### src/rtl/mem_arb_pkg.sv
// Shared types and constants for the memory-port arbiter: FSM states, requester ids,
// R_W encoding and the round-robin pick used when both requesters want the port.
package mem_arb_pkg;

  typedef enum logic [1:0] {
    IDLE   = 2'd0,
    ADDR   = 2'd1,
    ACCESS = 2'd2,
    RESP   = 2'd3
  } state_t;

  localparam logic REQ_IF   = 1'b0;
  localparam logic REQ_DM   = 1'b1;
  localparam logic RW_READ  = 1'b1;
  localparam logic RW_WRITE = 1'b0;

  // A lone request wins; on a tie the requester not granted last time wins.
  function automatic logic rr_pick(input logic if_req, input logic dm_req, input logic last);
    if (if_req && !dm_req) return REQ_IF;
    if (!if_req && dm_req) return REQ_DM;
    return (last == REQ_DM) ? REQ_IF : REQ_DM;
  endfunction

endpackage

### src/rtl/mem_wdog.sv
// MFC wait watchdog: counts ACCESS cycles and flags the cycle that is the LIMIT-th one.
module mem_wdog #(
  parameter int LIMIT = 255
) (
  input  logic clk,
  input  logic reset,
  input  logic clr,
  input  logic en,
  output logic expired
);

  localparam int CW = $clog2(LIMIT + 1);

  logic [CW-1:0] cnt_q;
  logic [CW-1:0] cnt_d;

  always_comb begin
    cnt_d = cnt_q;
    if (clr)     cnt_d = '0;
    else if (en) cnt_d = cnt_q + 1'b1;
  end

  always_ff @(posedge clk or posedge reset) begin
    if (reset) cnt_q <= '0;
    else       cnt_q <= cnt_d;
  end

  // cnt_q holds the number of ACCESS cycles already completed before this one.
  assign expired = en && (cnt_q == CW'(LIMIT - 1));

endmodule

### src/rtl/mem_arbiter.sv
// Round-robin sequencer for the single MAR/MDR/MFC memory port shared by fetch and data.
// Optional MFC timeout watchdog is built when MEM_TIMEOUT_EN is defined.
module mem_arbiter
  import mem_arb_pkg::*;
#(
  parameter int ADDR_W      = 16,
  parameter int DATA_W      = 16,
  parameter int TIMEOUT_CYC = 255
) (
  input  logic              clk,
  input  logic              reset,
  input  logic              if_req,
  input  logic [ADDR_W-1:0] if_addr,
  output logic              if_gnt,
  output logic              if_done,
  input  logic              dm_req,
  input  logic              dm_we,
  input  logic [ADDR_W-1:0] dm_addr,
  input  logic [DATA_W-1:0] dm_wdata,
  output logic              dm_gnt,
  output logic              dm_done,
  output logic [DATA_W-1:0] rdata,
  output logic [ADDR_W-1:0] mar_addr,
  output logic              mar_load,
  output logic [DATA_W-1:0] mdr_wdata,
  output logic              mdr_write_en,
  output logic              mem_en,
  output logic              r_w,
  input  logic [DATA_W-1:0] mem_rdata,
  input  logic              mfc,
  output logic              busy,
  output logic              err
);

  state_t            state_q, state_d;
  logic              owner_q, owner_d;
  logic              last_q, last_d;
  logic              we_q, we_d;
  logic [ADDR_W-1:0] addr_q, addr_d;
  logic [DATA_W-1:0] wdata_q, wdata_d;
  logic [DATA_W-1:0] rdata_q, rdata_d;

`ifdef MEM_TIMEOUT_EN
  logic err_q, err_d;
  logic wdog_expired;

  mem_wdog #(.LIMIT(TIMEOUT_CYC)) u_wdog (
    .clk     (clk),
    .reset   (reset),
    .clr     (state_q == ADDR),
    .en      (state_q == ACCESS),
    .expired (wdog_expired)
  );
`endif

  always_comb begin
    state_d = state_q;
    owner_d = owner_q;
    last_d  = last_q;
    we_d    = we_q;
    addr_d  = addr_q;
    wdata_d = wdata_q;
    rdata_d = rdata_q;
`ifdef MEM_TIMEOUT_EN
    err_d   = 1'b0;
`endif
    case (state_q)
      IDLE: begin
        if (if_req || dm_req) begin
          owner_d = rr_pick(if_req, dm_req, last_q);
          last_d  = owner_d;
          addr_d  = (owner_d == REQ_IF) ? if_addr : dm_addr;
          we_d    = (owner_d == REQ_DM) && dm_we;
          wdata_d = (owner_d == REQ_DM) ? dm_wdata : '0;
          state_d = ADDR;
        end
      end
      ADDR: state_d = ACCESS;
      ACCESS: begin
        if (mfc) begin
          state_d = RESP;
          if (!we_q) rdata_d = mem_rdata;
        end
`ifdef MEM_TIMEOUT_EN
        else if (wdog_expired) begin
          state_d = RESP;
          err_d   = 1'b1;
          rdata_d = '0;
        end
`endif
      end
      RESP:    state_d = IDLE;
      default: state_d = IDLE;
    endcase
  end

  always_ff @(posedge clk or posedge reset) begin
    if (reset) begin
      state_q <= IDLE;
      owner_q <= REQ_IF;
      last_q  <= REQ_DM;
      we_q    <= 1'b0;
      addr_q  <= '0;
      wdata_q <= '0;
      rdata_q <= '0;
`ifdef MEM_TIMEOUT_EN
      err_q   <= 1'b0;
`endif
    end else begin
      state_q <= state_d;
      owner_q <= owner_d;
      last_q  <= last_d;
      we_q    <= we_d;
      addr_q  <= addr_d;
      wdata_q <= wdata_d;
      rdata_q <= rdata_d;
`ifdef MEM_TIMEOUT_EN
      err_q   <= err_d;
`endif
    end
  end

  // Every port output decodes from registered state; nothing passes through from req or mfc.
  assign busy         = (state_q != IDLE);
  assign if_gnt       = busy && (owner_q == REQ_IF);
  assign dm_gnt       = busy && (owner_q == REQ_DM);
  assign if_done      = (state_q == RESP) && (owner_q == REQ_IF);
  assign dm_done      = (state_q == RESP) && (owner_q == REQ_DM);
  assign mar_addr     = addr_q;
  assign mar_load     = (state_q == ADDR);
  assign mdr_wdata    = wdata_q;
  assign mdr_write_en = (state_q == ADDR) && we_q;
  assign mem_en       = (state_q == ACCESS);
  assign r_w          = (state_q == ACCESS) ? (we_q ? RW_WRITE : RW_READ) : 1'b0;
  assign rdata        = rdata_q;

`ifdef MEM_TIMEOUT_EN
  assign err = err_q;
`else
  assign err = 1'b0;
`endif

endmodule
### config.mk
export PLATFORM = sky130hd
export DESIGN_NAME = mem_arbiter
export DESIGN_NICKNAME = d
export VERILOG_FILES = /design/src/rtl/mem_arb_pkg.sv /design/src/rtl/mem_wdog.sv /design/src/rtl/mem_arbiter.sv
export SDC_FILE = /design/constraint.sdc
export NUM_CORES = 1
export LEC_CHECK = 0
export ABC_AREA = 1
export BUFFER_PORTS_ARGS = -buffer_cell sky130_fd_sc_hd__buf_2
export CORE_UTILIZATION = 47
export CTS_BUF_LIST = sky130_fd_sc_hd__clkbuf_8
export DETAILED_ROUTE_END_ITERATION = 10
export HOLD_SLACK_MARGIN = 0.03
export PLACE_DENSITY = 0.82
export RECOVER_POWER = 25
export SLEW_MARGIN = 20
export SYNTH_ARGS = -nofsm -noshare
export SYNTH_HDL_FRONTEND = slang
export SYNTH_SLANG_ARGS = --single-unit
### constraint.sdc
create_clock -name clk -period 2.2 [get_ports clk]
set_clock_uncertainty 0.1 [all_clocks]
set_input_delay 0.33 -clock clk [delete_from_list [all_inputs] [get_ports clk]]
set_output_delay 0.33 -clock clk [all_outputs]
set_load 0.02 [all_outputs]
==> metrics.txt, run 1 <==
# TYPE chip_impl_metric gauge
chip_impl_info{name="run_status",value="complete, no violations"} 1
chip_impl_metric{name="synth_seq_cells",unit=""} 53
chip_impl_metric{name="first_pass_grt_wire_length",unit="µm"} 9936
chip_impl_metric{name="global_route.usage.total",unit=""} 0.2351
chip_impl_metric{name="biggest_fanout_along_the_worst_timing_path",unit=""} 13
chip_impl_info{name="critPathMostFrequentCell",value="inv_1"} 1
chip_impl_metric{name="power.density_cell_area",unit="mW/mm²"} 1437
chip_impl_metric{name="routed_via_density",unit=""} 4.736
chip_impl_metric{name="number_of_global_route_vias_before_repair",unit=""} 2179
chip_impl_metric{name="synth_warnings",unit=""} 0
chip_impl_metric{name="initial_util",unit=""} 0.4915
chip_impl_metric{name="antenna_left",unit=""} 0
chip_impl_info{name="path_delay_family",value="flip-flops"} 1
chip_impl_metric{name="vias",unit=""} 2453
chip_impl_metric{name="maximum_buffer_depth_of_the_clock_tree",unit=""} 2
chip_impl_info{name="clock_tree.root_cell",value="clkbuf_8"} 1
chip_impl_info{name="timing.critical_path.cells",value="inv_1 -> ha_1 -> inv_1 -> nor2_4 -> buf_2"} 1
chip_impl_metric{name="fin_util",unit=""} 0.6369
chip_impl_metric{name="num_rows",unit=""} 26
chip_impl_metric{name="period_minus_slack",unit="ns"} 2.027
chip_impl_metric{name="detailedPlacementHpwl",unit="µm"} 4710
chip_impl_info{name="tritoncts",value="done"} 1
chip_impl_metric{name="final_min_period_over_clock_period",unit=""} 0.9215
chip_impl_metric{name="sequentialPowerShare",unit=""} 0.369
chip_impl_metric{name="syn-cell-area",unit="mm²"} 0.002542
chip_impl_metric{name="synthToLayoutAreaGrowth",unit="%"} 29.58
chip_impl_metric{name="slew_violations",unit=""} 0
chip_impl_metric{name="cap_viol_max_count",unit=""} 0
chip_impl_metric{name="avgSynthCellArea",unit="µm²"} 7.896
chip_impl_metric{name="seq_area_frac_synth",unit=""} 0.5221
chip_impl_metric{name="design.core.area",unit="mm²"} 0.005172
chip_impl_metric{name="fp.dieArea",unit="mm²"} 0.005708
chip_impl_metric{name="design.final.nets",unit=""} 522
chip_impl_metric{name="cts_num_sinks",unit=""} 53
chip_impl_info{name="critPathSlowestCell",value="dfrtp_1"} 1
chip_impl_metric{name="wire_per_inst",unit="µm"} 12.30
chip_impl_metric{name="clk_latency",unit="ns"} 0.30
chip_impl_metric{name="final_count_of_negative_setup_slack_endpoints",unit=""} 0
chip_impl_info{name="timing_worst_setup_path_type",value="reg2out"} 1
chip_impl_info{name="timing.critical_path.from_type",value="register"} 1
chip_impl_metric{name="comb_power_share",unit=""} 0.519
chip_impl_metric{name="hold_viol_final",unit=""} 0
chip_impl_info{name="rsz0062_at_grt",value="no"} 1
chip_impl_metric{name="worst_ir_drop_vdd",unit="V"} 0.0005970
chip_impl_metric{name="worst_slew_pin_slew",unit="ns"} 0.7318
chip_impl_metric{name="crit_required",unit="ns"} 1.77
chip_impl_metric{name="critical_path.n_buffers_inverters",unit=""} 3
chip_impl_metric{name="antenna_found_initial",unit=""} 0
chip_impl_metric{name="drt-initial-drc-count",unit=""} 184
chip_impl_metric{name="slew_headroom",unit=""} 0.5116
chip_impl_metric{name="remaining_drc_errors",unit=""} 0
chip_impl_metric{name="path_clk_slew",unit="ns"} 0.09
chip_impl_metric{name="numCtsBuffers",unit=""} 5
chip_impl_metric{name="power_switching",unit="W"} 0.002266
chip_impl_metric{name="insertedDiodeCount",unit=""} 0
chip_impl_metric{name="yosysUniqueCellTypes",unit=""} 17
chip_impl_metric{name="fmaxAchievable",unit="MHz"} 493.3
chip_impl_metric{name="p_clk_frac",unit=""} 0.112
chip_impl_metric{name="power_leakage",unit="nW"} 2.050
chip_impl_metric{name="arrival",unit="ns"} 1.60
chip_impl_metric{name="grt_ovf",unit=""} 0
chip_impl_metric{name="post_route_cells_drive_above_1_share",unit=""} 0.3147
chip_impl_metric{name="drt_first_pass_iters",unit=""} 4
chip_impl_metric{name="fp.dieH",unit="µm"} 75.55
chip_impl_metric{name="fin_tns_setup",unit="ns"} 0
chip_impl_metric{name="die_width",unit="µm"} 75.55
chip_impl_metric{name="power_report.internal_total",unit="W"} 0.002468
chip_impl_metric{name="numPortBuffers",unit=""} 126
chip_impl_metric{name="cts_max_level",unit=""} 2
chip_impl_metric{name="drt-total-wl",unit="µm"} 6371
chip_impl_metric{name="synthCells",unit=""} 322
chip_impl_metric{name="i_o_pin_total",unit=""} 128
chip_impl_metric{name="cpPeakStageDelay",unit="ns"} 0.43
chip_impl_metric{name="post-route-worst-setup-slack",unit="ns"} 0.1727
chip_impl_metric{name="final_weighted_congestion_of_routability_driven_global_placement",unit=""} 0.7775
chip_impl_metric{name="switching_share",unit=""} 0.4786
chip_impl_metric{name="place_ws",unit="ns"} 0.2958
chip_impl_info{name="hp-class",value="in2reg"} 1
chip_impl_info{name="worstSetupEndpointType",value="primary output"} 1
chip_impl_metric{name="grt_max_degree",unit=""} 35
chip_impl_metric{name="synth.net_count",unit=""} 397
repair_timing:
| action | CTS | global route |
|---|---|---|
| hold buffers | 1 | 0 |
| setup endpoints to repair | 0 | 1 |
| resized for setup | 0 | 1 |
| hold endpoints to repair | 18 | 0 |
| setup buffers | 0 | 0 |
power groups by stage:
stage | registers, W | clock network, W | logic (W)
after CTS | 0.00174 | 0.000547 | 0.00251
after floorplan | 0.00226 | 0 | 0.00117
after global routing | 0.00181 | 0.000594 | 0.00275
after global placement | 0.00174 | 0 | 0.00241
after detailed placement | 0.00174 | 0 | 0.00251
final | 0.00175 | 0.000532 | 0.00246
metrics by stage:
stage,area (µm²),hold slack [ns],total power (W),std cells
final,3294,0.1447,0.004734,518
after global routing,3294,0.1314,0.005157,518
after CTS,3301,0.1380,0.004795,518
after detailed placement,3203,0.2395,0.004256,509
after global placement,3203,0.2416,0.004145,509
after floorplan,2542,0.3707,0.003429,322
area by class of cell:
cell class              count  area, µm²
well taps                  70      87.58
flip-flops and latches     53       1328
clock inverters             3      18.77
fillers                   489       1878
multi-input cells         207      937.1
clock buffers               5      68.82
inverters                  46      172.7
repair buffers            134      681.9
worst reg2reg max path: cells and delay by family (launching register included):
kind,cells,cell delay (ns)
buf+inv,3,0.61
fa+ha+maj,1,0.27
flops,1,0.41
simple gates,2,0.24
compound gates,1,0.04
sequential cells by signal (all words and copies together), names as in the netlist:
signal     cells
last_q         1
mar_addr      16
mdr_wdata     16
owner_q        1
rdata         16
state_q        2
we_q           1
logic make-up (layout without fill, tap and decap cells):
logic type | after synthesis | count (layout) | synth area share
other | 1 | 1 | 0.001475
AOI/OAI and AO/OA | 6 | 6 | 0.01624
adders and majority gates | 5 | 5 | 0.02461
DFF | 53 | 53 | 0.5221
and+or+nand+nor | 195 | 195 | 0.3243
buffers and inverters | 62 | 188 | 0.1112
path summary, 6_finish.rpt:
kind,from,end,slack [ns],cells after the start
worst min-delay path,dm_wdata[5],mdr_wdata[5]$_DFFE_PP0P_,0.14,3
worst min register to register,rdata[1]$_DFFE_PP0P_,rdata[1]$_DFFE_PP0P_,0.38,2
min in group asynchronous,reset,rdata[4]$_DFFE_PP0P_,0.59,3
worst max register to register,state_q[0]$_DFFE_PP0P_,mdr_wdata[7]$_DFFE_PP0P_,0.46,7
worst max-delay path,state_q[0]$_DFFE_PP0P_,r_w,0.17,5
max in group asynchronous,reset,we_q$_DFFE_PP0P_,0.57,4
routing by layer:
layer | GRT usage | vias to the layer above | wire, µm
li1 | - | 1233 | -
met2 | 0.3978 | 113 | 3059
met1 | 0.2945 | 1100 | 2714
met5 | 0 | - | 0
met3 | 0.06349 | 7 | 527
met4 | 0.07407 | 0 | 70
cell usage in the layout, fill, tap and decap left out:
| cell type | instances |
|---|---|
| a21oi_4 | 1 |
| buf_2 | 119 |
| buf_4 | 6 |
| clkbuf_1 | 7 |
| clkbuf_2 | 1 |
| clkbuf_8 | 5 |
| clkinvlp_4 | 2 |
| conb_1 | 1 |
| dfrtp_1 | 52 |
| dfstp_2 | 1 |
| dlygate4sd3_1 | 1 |
| ha_1 | 5 |
| inv_1 | 45 |
| inv_2 | 2 |
| nand2_1 | 121 |
| nand2_2 | 3 |
| nand3_1 | 66 |
| nor2_1 | 4 |
| nor2_4 | 1 |
| o21ai_0 | 5 |
synthesized netlist by cell type, drive strengths merged:
| cell type | instances | area share |
|---|---|---|
| dfstp | 1 | 0.010 |
| buf | 16 | 0.043 |
| nand2 | 124 | 0.19 |
| nor2 | 5 | 0.0084 |
| dfrtp | 52 | 0.51 |
| ha | 5 | 0.025 |
| a21oi | 1 | 0.0064 |
| nand3 | 66 | 0.13 |
| conb | 1 | 0.0015 |
| o21ai | 5 | 0.0098 |
| inv | 46 | 0.068 |
Power figures use the tool's default switching activity.
==> run 2, diff against run 1 <==
--- a/config.mk
+++ b/config.mk
@@ -7,11 +7,13 @@
 export LEC_CHECK = 0
 export ABC_AREA = 1
 export BUFFER_PORTS_ARGS = -buffer_cell sky130_fd_sc_hd__buf_2
-export CORE_UTILIZATION = 47
+export CELL_PAD_IN_SITES_DETAIL_PLACEMENT = 0
+export CELL_PAD_IN_SITES_GLOBAL_PLACEMENT = 1
+export CORE_UTILIZATION = 33
 export CTS_BUF_LIST = sky130_fd_sc_hd__clkbuf_8
 export DETAILED_ROUTE_END_ITERATION = 10
 export HOLD_SLACK_MARGIN = 0.03
-export PLACE_DENSITY = 0.82
+export PLACE_DENSITY_LB_ADDON = 0.1
 export RECOVER_POWER = 25
 export SLEW_MARGIN = 20
 export SYNTH_ARGS = -nofsm -noshare
==> metrics.txt, run 2 (synthesis gave the netlist of run 1 again) <==
# TYPE chip_impl_metric gauge
chip_impl_metric{name="numCtsBuffers",unit=""} 5
chip_impl_metric{name="final_min_period_over_clock_period",unit=""} 0.8479
chip_impl_info{name="timing.critical_path.cells",value="inv_1 -> ha_1 -> inv_1 -> nor2_2 -> buf_2"} 1
chip_impl_metric{name="final_design_area_no_fill",unit="mm²"} 0.003388
chip_impl_metric{name="place_area",unit="mm²"} 0.003259
chip_impl_metric{name="final_weighted_congestion_of_routability_driven_global_placement",unit=""} 0.7229
chip_impl_metric{name="grt_max_degree",unit=""} 54
chip_impl_metric{name="design.core.area",unit="mm²"} 0.007331
chip_impl_metric{name="rr_worst_depth",unit=""} 7
chip_impl_info{name="critPathMostFrequentCell",value="inv_1"} 1
chip_impl_metric{name="power_leakage",unit="nW"} 2.103
chip_impl_info{name="cp-startpoint",value="state_q[0]$_DFFE_PP0P_"} 1
chip_impl_metric{name="number_of_global_route_vias_before_repair",unit=""} 2323
chip_impl_info{name="clock_tree.root_cell",value="clkbuf_8"} 1
chip_impl_metric{name="fin_util",unit=""} 0.4622
chip_impl_info{name="critical_r2r_capture",value="mdr_wdata[9]$_DFFE_PP0P_"} 1
chip_impl_metric{name="period_minus_slack",unit="ns"} 1.865
chip_impl_metric{name="fin_tns_setup",unit="ns"} 0
chip_impl_metric{name="synthToLayoutAreaGrowth",unit="%"} 33.27
chip_impl_info{name="commonest_cells_after_routing_fill_and_taps_aside",value="buf_2, nand2_1, nand3_1"} 1
chip_impl_metric{name="design.final.nets",unit=""} 523
chip_impl_metric{name="vias",unit=""} 2412
chip_impl_metric{name="antenna_left",unit=""} 0
chip_impl_metric{name="die_width",unit="µm"} 89.78
chip_impl_metric{name="initial_util",unit=""} 0.3468
chip_impl_info{name="worstHoldEndpoint",value="rdata[10]$_DFFE_PP0P_"} 1
chip_impl_metric{name="fp.dieH",unit="µm"} 89.78
chip_impl_metric{name="arrival",unit="ns"} 1.44
chip_impl_info{name="tritoncts",value="done"} 1
chip_impl_metric{name="n_fill_cell",unit=""} 778
chip_impl_info{name="worstSetupEndpointType",value="primary output"} 1
chip_impl_metric{name="final_count_of_negative_setup_slack_endpoints",unit=""} 0
chip_impl_metric{name="hold_viol_final",unit=""} 0
chip_impl_metric{name="r2r_slack",unit="ns"} 0.53
chip_impl_info{name="most_frequent_standard_cell_in_the_layout_excluding_fill_and_tap_cells",value="buf_2"} 1
chip_impl_metric{name="cpPeakStageDelay",unit="ns"} 0.42
chip_impl_info{name="critPathSlowestCell",value="dfrtp_1"} 1
chip_impl_metric{name="first_pass_grt_wire_length",unit="µm"} 11130
chip_impl_metric{name="routed_via_density",unit=""} 4.401
chip_impl_metric{name="clk_latency",unit="ns"} 0.31
chip_impl_metric{name="biggest_fanout_along_the_worst_timing_path",unit=""} 4
chip_impl_info{name="min-delay-start",value="mem_rdata[10]"} 1
chip_impl_metric{name="crit_required",unit="ns"} 1.77
chip_impl_info{name="timing.critical_path.from_type",value="register"} 1
chip_impl_metric{name="worst_slew_pin_slew",unit="ns"} 1.185
chip_impl_metric{name="worst_ir_drop_vdd",unit="V"} 0.0006218
chip_impl_metric{name="numPortBuffers",unit=""} 126
chip_impl_metric{name="ctsResizeCount",unit=""} 0
chip_impl_metric{name="global_route.usage.total",unit=""} 0.1701
chip_impl_metric{name="fp.dieArea",unit="mm²"} 0.008060
chip_impl_metric{name="detailedPlacementHpwl",unit="µm"} 4607
chip_impl_metric{name="drt-initial-drc-count",unit=""} 95
chip_impl_metric{name="num_rows",unit=""} 31
chip_impl_metric{name="fmaxAchievable",unit="MHz"} 536.1
chip_impl_metric{name="i_o_pin_total",unit=""} 128
chip_impl_metric{name="slew_headroom",unit=""} 0.2099
chip_impl_metric{name="drt-total-wl",unit="µm"} 6442
chip_impl_metric{name="holdPathStages",unit=""} 3
chip_impl_metric{name="cts_num_sinks",unit=""} 53
chip_impl_metric{name="remaining_drc_errors",unit=""} 0
chip_impl_metric{name="slew_violations",unit=""} 0
chip_impl_metric{name="cap_viol_max_count",unit=""} 0
chip_impl_info{name="run_status",value="complete, no violations"} 1
chip_impl_metric{name="drt_first_pass_iters",unit=""} 4
chip_impl_metric{name="antenna_found_initial",unit=""} 0
chip_impl_info{name="r2r_startpoint",value="state_q[0]$_DFFE_PP0P_"} 1
chip_impl_metric{name="maximum_buffer_depth_of_the_clock_tree",unit=""} 2
chip_impl_info{name="hp-class",value="in2reg"} 1
chip_impl_metric{name="grt_ovf",unit=""} 0
chip_impl_metric{name="insertedDiodeCount",unit=""} 0
chip_impl_info{name="timing_worst_setup_path_type",value="reg2out"} 1
chip_impl_info{name="rsz0062_at_grt",value="no"} 1
chip_impl_metric{name="post_route_cells_drive_above_1_share",unit=""} 0.3341
chip_impl_metric{name="path_clk_slew",unit="ns"} 0.10
chip_impl_metric{name="wire_per_inst",unit="µm"} 11.76
chip_impl_metric{name="power.density_cell_area",unit="mW/mm²"} 1463
chip_impl_metric{name="cts_max_level",unit=""} 2
## run 2: changes by cell type in the layout (fill, tap and decap cells not counted), sizes merged
| cell | previous run | this run |
|---|---|---|
| clkinv | 0 | 1 |
| bufinv | 0 | 2 |
| clkinvlp | 2 | 0 |
| inv | 47 | 46 |
| clkbuf | 13 | 5 |
| buf | 125 | 134 |
## run 2: routing by layer
| metal | up-vias | global-route usage | routed length (µm) |
|---|---|---|---|
| met5 | - | 0 | 0 |
| met4 | 0 | 0.04508 | 69 |
| met3 | 7 | 0.04230 | 359 |
| met2 | 73 | 0.2731 | 2906 |
| met1 | 1100 | 0.2284 | 3107 |
| li1 | 1232 | - | - |
## run 2: worst max-delay path by stage
stage / cells after the start / end / slack [ns]
5_1_grt: 4 / rdata[5]$_DFFE_PP0P_ / 0.14
3_3_place_gp: 7 / mar_addr[7]$_DFFE_PP0P_ / 0.56
4_1_cts: 5 / r_w / 0.29
3_5_place_dp: 7 / mdr_wdata[0]$_DFFE_PP0P_ / 0.52
6_report: 5 / r_w / 0.33
2_1_floorplan: 5 / r_w / 0.39
## run 2: power breakdown
part	switching [W]	internal (W)	total [W]
clock network	0.000326	0.000452	0.000778
logic	0.00165	0.000807	0.00246
registers	0.000256	0.00146	0.00172
total	0.00224	0.00272	0.00496
## run 2: layout make-up
class,instances,area (µm²),area share
Sequential cell,53,1328,0.3918
Inverter,46,172.7,0.05096
Multi-Input combinational cell,207,932.1,0.2751
Clock inverter,3,65.06,0.01920
Clock buffer,5,68.82,0.02031
Timing Repair Buffer,135,698.2,0.2061
Tap cell,99,123.9,0.03656
## run 2: what timing repair did
action | 4_1_cts | 5_1_grt
setup buffers | 0 | 0
endpoints found under the hold margin | 52 | 0
hold buffers | 1 | 0
## run 2: worst max-delay path: cells and delay by family (launching register included)
family	cells	cell delay, ns
buf+inv	3	0.37
fa+ha+maj	1	0.20
flops	1	0.42
simple gates	1	0.14
## run 2: per-stage QoR
step | setup slack, ns | std cells | power (W) | hold slack, ns
after floorplan | 0.3851 | 322 | 0.003429 | 0.3707
after global placement | 0.5635 | 539 | 0.004220 | 0.3062
after detailed placement | 0.5224 | 539 | 0.004250 | 0.3051
after CTS | 0.2902 | 548 | 0.005049 | 0.1350
after global routing | 0.1434 | 548 | 0.005379 | 0.1342
final | 0.3345 | 548 | 0.004958 | 0.1477
